==> src/rtl/period_meter.sv <==
// Measures sigIn period and high time in inClk cycles between consecutive
// synchronized rising edges; saturates to a sticky overflow if no edge arrives.
module period_meter #(
    parameter int WIDTH = 16
) (
    input  logic             inClk,
    input  logic             reset,
    input  logic             sigIn,
    input  logic             measureEn,
    output logic [WIDTH-1:0] periodOut,
    output logic [WIDTH-1:0] highOut,
    output logic             validOut,
    output logic             overflow
);
    typedef enum logic {IDLE = 1'b0, MEASURE = 1'b1} state_e;

    localparam logic [WIDTH-1:0] CNT_MAX = '1;
    localparam logic [WIDTH-1:0] CNT_ONE = WIDTH'(1);

    state_e           state_q, state_d;
    logic             s1_q, s2_q, prev_q;
    logic [WIDTH-1:0] period_cnt_q, period_cnt_d;
    logic [WIDTH-1:0] high_cnt_q, high_cnt_d;
    logic [WIDTH-1:0] period_out_q, period_out_d;
    logic [WIDTH-1:0] high_out_q, high_out_d;
    logic             valid_q, valid_d;
    logic             ovf_q, ovf_d;
    logic             rise;

    assign rise = s2_q & ~prev_q;

    always_ff @(posedge inClk or negedge reset) begin
        if (!reset) begin
            state_q      <= IDLE;
            s1_q         <= 1'b0;
            s2_q         <= 1'b0;
            prev_q       <= 1'b0;
            period_cnt_q <= '0;
            high_cnt_q   <= '0;
            period_out_q <= '0;
            high_out_q   <= '0;
            valid_q      <= 1'b0;
            ovf_q        <= 1'b0;
        end else begin
            state_q      <= state_d;
            s1_q         <= sigIn;
            s2_q         <= s1_q;
            prev_q       <= s2_q;
            period_cnt_q <= period_cnt_d;
            high_cnt_q   <= high_cnt_d;
            period_out_q <= period_out_d;
            high_out_q   <= high_out_d;
            valid_q      <= valid_d;
            ovf_q        <= ovf_d;
        end
    end

    always_comb begin
        state_d      = state_q;
        period_cnt_d = period_cnt_q;
        high_cnt_d   = high_cnt_q;
        period_out_d = period_out_q;
        high_out_d   = high_out_q;
        valid_d      = 1'b0;
        ovf_d        = ovf_q;
        if (!measureEn) begin
            state_d = IDLE;
        end else begin
            case (state_q)
                IDLE: begin
                    if (rise) begin
                        state_d      = MEASURE;
                        period_cnt_d = CNT_ONE;
                        high_cnt_d   = CNT_ONE;
                    end
                end
                MEASURE: begin
                    // A rise in the saturation cycle still captures the full count.
                    if (rise) begin
                        period_out_d = period_cnt_q;
                        high_out_d   = high_cnt_q;
                        valid_d      = 1'b1;
                        ovf_d        = 1'b0;
                        period_cnt_d = CNT_ONE;
                        high_cnt_d   = CNT_ONE;
                    end else if (period_cnt_q == CNT_MAX) begin
                        ovf_d   = 1'b1;
                        state_d = IDLE;
                    end else begin
                        period_cnt_d = period_cnt_q + CNT_ONE;
                        high_cnt_d   = high_cnt_q + WIDTH'(s2_q);
                    end
                end
                default: state_d = IDLE;
            endcase
        end
    end

    assign periodOut = period_out_q;
    assign highOut   = high_out_q;
    assign validOut  = valid_q;
    assign overflow  = ovf_q;
endmodule

==> config.mk <==
export PLATFORM = sky130hd
export DESIGN_NAME = period_meter
export DESIGN_NICKNAME = d
export VERILOG_FILES = /design/src/rtl/period_meter.sv
export SDC_FILE = /design/constraint.sdc
export NUM_CORES = 1
export LEC_CHECK = 0
export ABC_AREA = 1
export BUFFER_PORTS_ARGS = -buffer_cell sky130_fd_sc_hd__buf_2
export CORE_MARGIN = 1.5
export CORE_UTILIZATION = 40
export DETAILED_ROUTE_END_ITERATION = 8
export GPL_TIMING_DRIVEN = 1
export PLACE_DENSITY_LB_ADDON = 0.15
export SLEW_MARGIN = 20
export SYNTH_ARGS = -nofsm -noshare
export SYNTH_HDL_FRONTEND = slang
export SYNTH_SLANG_ARGS = --single-unit
==> constraint.sdc <==
create_clock -name inClk -period 3.96 [get_ports inClk]
set_input_delay 1.188 -clock inClk [delete_from_list [all_inputs] [get_ports inClk]]
set_output_delay 1.188 -clock inClk [all_outputs]
set_load 0.03 [all_outputs]
Word-level counts from Yosys, hierarchy flattened. Cells that the tools add are included.

Flip-flop bits (word level): 70. Output and inout bits: 34.

Equal/unequal tests: 3. Bitwise gates (word level): 3. Reductions and logical operators: 4. Multiplexer cells: 16. Add/sub/neg operators: 2.

Operators with widths (number): 16-bit 2-to-1 mux (5); 16-bit case mux with 2 select lines (2); 16-bit by 1-bit adder with 16-bit output (1); 16-bit by 1-bit adder with 16-bit output, second input constant (1); 16-bit equality test, second input constant (1); 3-bit AND reduction (3); 1-bit 2-to-1 mux (8); 3-bit != test, second input constant (1); 2-bit != test, second input constant (1); 1-bit inverter (2); 1-bit case mux with 2 select lines (1); 2-bit nonzero test (1); 1-bit bitwise AND (1).

Logic depth before layout (Yosys ltp). Gate-level depths: netlist of the first run.

Word-level depth: 5. Mapped depth: 12. Mapped depth without buffers: 10.

Least setup slack after synthesis of the first run. No wires, ideal clock.

Path kind: input to register. From: in measureEn. To: reg period_out_q[10] (netlist: periodOut[10]). Data arrival time: 1.851 ns. Setup time: 0.133 ns. Path slack: 1.976 ns. Stages on the path: 6. Cells stage by stage: nand2_1 -> nor2_2 -> inv_2 -> clkbuf_1 -> nand2_1 -> o21ai_0.

Word-level cells in the longest chain between the ends: 1.

RTL lines: start, declared (RTL line 9) `input logic measureEn,`; 3-bit AND reduction (no source line); end signal, assigned (RTL line 51) `period_out_q <= period_out_d;`; end, declared (RTL line 24) `logic [WIDTH-1:0] period_out_q, period_out_d;`.

No other way between the ends. A chain may end at the register's enable or synchronous reset.

Worst setup path in the final report of the first run.
From: reg state_q. To: reg period_cnt_q[12].

Word-level cells in the longest chain between the ends: 3.

RTL lines: start, declared (RTL line 20) `state_e state_q, state_d;`; start signal, assigned (RTL line 45) `state_q <= state_d;`; 1-bit inverter; 2-bit != test (no source line); 3-bit AND reduction (no source line); end signal, assigned (RTL line 49) `period_cnt_q <= period_cnt_d;`; end, declared (RTL line 22) `logic [WIDTH-1:0] period_cnt_q, period_cnt_d;`.

Several ways; a longest one is shown, not always the timed one.

==> results of run 1 <==
==> sequential cells by signal, summed over array words and instances (netlist names) <==
register	cells
state_q	1
s1_q	1
periodOut	16
s2_q	1
prev_q	1
period_cnt_q	16
highOut	16
high_cnt_q	16
validOut	1
overflow	1
==> where the power goes <==
| part | leakage, nW | switching [mW] | total [mW] | internal [mW] |
|---|---|---|---|---|
| Clock | 0.104 | 0.261 | 0.599 | 0.338 |
| Combinational | 0.840 | 0.142 | 0.193 | 0.0507 |
| Sequential | 0.956 | 0.0319 | 0.789 | 0.757 |
| Total | 1.90 | 0.435 | 1.58 | 1.15 |
==> worst max-delay path, cell delays in order (launching register included) <==
cell	delay [ns]
dfrtp_1	0.66
inv_1	0.19
nor2_4	0.33
nand3_1	0.21
nand3_1	0.59
o21ai_0	0.19
==> synthesized netlist by cell type, types with 4 or more instances <==
cell	n	area [µm²]
a21oi_1	7	35.0
clkbuf_1	8	30.0
dfrtp_1	70	1750
inv_1	45	169
nand2_1	127	477
nand3_1	29	145
nand3_2	4	40.0
nand4_1	8	50.1
nor2_1	51	191
o21ai_0	49	245
xor2_1	11	96.3
==> stage by stage <==
step | instances | setup WS, ns | utilization | hold WS, ns
global placement | 572 | 1.48 | 0.450 | 0.331
CTS | 587 | 1.62 | 0.475 | 0.362
detailed placement | 572 | 1.43 | 0.450 | 0.345
global route | 587 | 1.41 | 0.475 | 0.369
floorplan | 442 | 1.98 | - | 0.331
finish | 587 | 1.65 | 0.475 | 0.355
==> kinds of logic after synthesis <==
family	after synthesis	synth area share
and+or+nand+nor	234	0.292
DFF	70	0.504
buffers and inverters	62	0.0734
AOI/OAI and AO/OA	61	0.0893
xor gates and xnor gates	12	0.0302
adders and majority gates	3	0.0108
==> final cells by class <==
class | count | area [µm²] | share of cell area
multi-input combinational | 310 | 1470 | 0.373
timing repair buffer | 39 | 200 | 0.0508
tap | 105 | 131 | 0.0333
clock buffer | 12 | 165 | 0.0419
inverter | 48 | 180 | 0.0457
sequential | 70 | 1750 | 0.445
clock inverter | 3 | 42.5 | 0.0108
==> routing by layer <==
layer / vias to the layer above / global-route usage / part of all wire
li1: 1475 / - / -
met1: 1367 / 0.257 / 0.50
met2: 59 / 0.282 / 0.44
met3: 14 / 0.0348 / 0.042
met4: 0 / 0.0870 / 0.021
met5: - / 0 / 0
==> worst max-delay path by stage <==
stage	start	to	slack [ns]	cells after the start
global placement	measureEn	highOut[7]	1.48	5
detailed placement	measureEn	periodOut[3]	1.43	5
CTS	state_q	period_cnt_q[12]	1.62	5
global route	state_q	period_cnt_q[12]	1.41	5
floorplan	measureEn	periodOut[10]	1.98	6
finish	state_q	period_cnt_q[12]	1.65	5
==> flow_summary.toml, run 1 <==
[detailed_routing]
vias = 2915
wl_mm = 7.63
wl_per_cell_um = 13.0
dr.pass1.iters = 5
ant_nets = 0
drtIter0Drc = 171
vias_per_cell = 4.97
post-route-drc-count = 0

[clock_network]
cts_tree = "yes"
cts_made_buffers = 9
cts.sinks = 70
post-cts-setup-buffer-count = 0
insertion_delay_ns = 0.34
clockBufferDepth = 2
holdBufCountCts = 0
cts_max_level = 3
clk_pin_slew_ns = 0.07
cts_resized = 0
cts_root_buf = "clkbuf_8"

[sta]
fmax_mhz = 432
finalMaxSlewViolations = 0
period_share = 0.584
hold_viol_final = 0
tns_ns = 0
period_minus_slack_ns = 2.31
setup_viol = 0
tightest_slew_ns = 0.830
skew_ns = 0.0101
relSlewSlack = 0.446
rsz0062_at_grt = "no"

[logic_synthesis]
synth_cells = 442
ys_seq_area_frac = 0.504
yosys_register_bits = 70
syn_nets = 449
syn_avg_cell_area_um2 = 7.86
synth_warnings = 0
synth_cell_type_count = 27
synth_edf_count = 0
ys.flop_type = "dfrtp_1"
synthArstFlopShare = 1.00
synthesis.area_mm2 = 0.00348

[power_and_ir_drop]
max-vdd-ir-drop_mv = 0.151
powerDensity_mw_per_mm2 = 401
p_total_mw = 1.58
p_leak_nw = 1.90

[place]
globalplace.congestion = 0.859
place_area_mm2 = 0.00373
hpwl_mm = 5.36
portBuffers = 37

[cells_and_area]
diodes = 0
drive_above_1_share = 0.145
fin_nets = 485
mostFrequentLayoutCell = "nand2_1"
area_growth_syn_to_layout_pct = 13.4
final_area_mm2 = 0.00394
layout.cells.most_common_list = "127 x nand2_1, 70 x dfrtp_1, 51 x nor2_1"
fillers = 856

[worst_hold_path]
holdPathEnd = "s2_q"
hold_depth = 0
hp-start = "s1_q"
min-delay-path-class = "register to register"

[floorplanning]
fp.dieH_um = 96.2
die_width_um = 96.2
ioPinCount = 38
die_area_mm2 = 0.00926
fp.coreArea_mm2 = 0.00830
num_rows = 33
initial_core_util = 0.419

[setup_path]
worstSetupStartpointType = "register"
required_ns = 4.14
reg2reg_from = "state_q"
path_max_fanout = 20
r2r-end = "period_cnt_q[12]"
path_class = "register to register"
rr_worst_depth = 5
r2r_slack_ns = 1.65
cp.arrival_ns = 2.50
endpoint_kind = "register"

[outcome]
status = "completed"

[flow_run]
maxCapViolations = 0

[global_route]
grt_pass1_wl_mm = 13.1
antenna_found_initial = 0
grt_max_degree = 63
overflow = 0
grt_use_total = 0.186
grt_pass1_vias = 2799
Note: power is estimated with default switching activity, not from simulation.
==> inputs of run 2 (changes only) <==
- clock period: 3.96 -> 2 ns (I/O delays scaled with it)
==> flow_summary.toml, run 2 (same netlist as run 1, synthesis figures left out) <==
[setup_path]
crit_start = "period_cnt_q[0]"
cp.arrival_ns = 2.05
slowest_stage = "dfrtp_1"
endpoint_kind = "register"
path_class = "register to register"
path_max_fanout = 10
slowest_delay_ns = 0.42
reg2reg_from = "period_cnt_q[0]"
required_ns = 2.27
cp_cell_sequence = "ha_1 -> nand3_2 -> nor2_1 -> nand3_1 -> nand3_1 -> buf_4 -> nor2_1 -> a21oi_1"
worstSetupStartpointType = "register"

[detailed_routing]
drtIter0Drc = 166
post-route-drc-count = 0
wl_mm = 7.87
vias_per_cell = 4.94
wl_per_cell_um = 13.2
dr.pass1.iters = 5
vias = 2935
ant_nets = 0

[cells_and_area]
seqCellArea_mm2 = 0.00175
layout.cells.most_common_list = "127 x nand2_1, 70 x dfrtp_1, 51 x nor2_1"
drive_above_1_share = 0.157
multi_input_area_mm2 = 0.00148
area_growth_syn_to_layout_pct = 14.8
fillers = 834
fin_nets = 493
mostFrequentLayoutCell = "nand2_1"
diodes = 0

[sta]
period_share = 0.891
fmax_mhz = 561
hold_viol_final = 0
period_minus_slack_ns = 1.78
relSlewSlack = 0.730
setup_viol = 0
tns_ns = 0
skew_ns = 0.0124
tightest_slew_ns = 0.404
whs_ns = 0.249
finalMaxSlewViolations = 0
rsz0062_at_grt = "no"

[place]
globalplace.congestion = 0.886
portBuffers = 37
hpwl_mm = 5.50

[global_route]
antenna_found_initial = 0
overflow = 0
grt_pass1_vias = 2737
grt_use_total = 0.194
grt_pass1_wl_mm = 13.5
grt_max_degree = 71

[clock_network]
insertion_delay_ns = 0.35
holdBufCountCts = 0
cts_max_level = 3
cts_resized = 0
cts.sinks = 70
cts_tree = "yes"
cts_root_buf = "clkbuf_8"
clk_pin_slew_ns = 0.07
post-cts-setup-buffer-count = 0
cts_made_buffers = 9
clockBufferDepth = 2

[outcome]
status = "completed"

[power_and_ir_drop]
max-vdd-ir-drop_mv = 0.403
p_leak_nw = 1.93
powerDensity_mw_per_mm2 = 740

[floorplanning]
fp.dieH_um = 96.2
die_area_mm2 = 0.00926
fp.coreArea_mm2 = 0.00830
ioPinCount = 38
num_rows = 33
initial_core_util = 0.419
die_width_um = 96.2

[flow_run]
maxCapViolations = 0

[worst_hold_path]
min-delay-path-class = "primary input to asynchronous set/reset pin"
-- run 2: cell count changes in the layout (fill, tap and decap cells not counted) --
cell and change:
buf_12 +2, clkbuf_8 -2, bufinv_16 -1, nand2_4 -1
buf_4 +6, clkinv_2 +1, clkinvlp_4 +1, nand2_8 +1
-- run 2: worst paths after layout --
kind	slack, ns	to	cells past startpoint
max	0.22	period_cnt_q[15]	8
max reg2reg	0.22	period_cnt_q[15]	8
max in group asynchronous	1.42	period_cnt_q[0]	2
min	0.25	periodOut[1]	2
min reg2reg	0.37	s2_q	0
min in group inClk	0.35	s1_q	1
-- run 2: final cells by class --
| cell class | count | area share |
|---|---|---|
| flip-flops and latches | 70 | 0.439 |
| multi-input cells | 310 | 0.370 |
| repair buffers | 47 | 0.0715 |
| inverters | 48 | 0.0452 |
| clock buffers | 10 | 0.0345 |
| well taps | 105 | 0.0329 |
| clock inverters | 4 | 0.00627 |
-- run 2: where the power goes --
group          total [mW]  leakage (nW)  internal [mW]  switching [mW]
Sequential           1.56         0.956           1.50          0.0584
Combinational       0.404         0.891          0.115           0.290
Clock               0.991        0.0800          0.465           0.525
Total                2.95          1.93           2.08           0.873
-- run 2: per-stage QoR --
step	power (mW)	cell area, µm²	cells	util	setup WS (ns)
2_1_floorplan	1.85	3480	442	-	0.432
3_3_place_gp	1.99	3820	580	0.460	0.146
3_5_place_dp	1.99	3820	580	0.460	0.126
4_1_cts	2.99	3980	594	0.480	0.129
5_1_grt	3.12	3990	594	0.481	0.00239
6_report	2.95	3990	594	0.481	0.217
-- run 2: critical path: cells and delay by family, from the launching register on --
| kind | cells | cell delay [ns] |
|---|---|---|
| fa+ha+maj | 1 | 0.25 |
| flops | 1 | 0.42 |
| buf+inv | 1 | 0.18 |
| simple gates | 5 | 0.75 |
| compound gates | 1 | 0.12 |
-- run 2: metal layers --
layer	GRT usage	part of all wire	up-vias
li1	-	-	1482
met1	0.290	0.51	1382
met2	0.272	0.43	59
met3	0.0308	0.042	12
met4	0.0882	0.018	0
met5	0	0	-
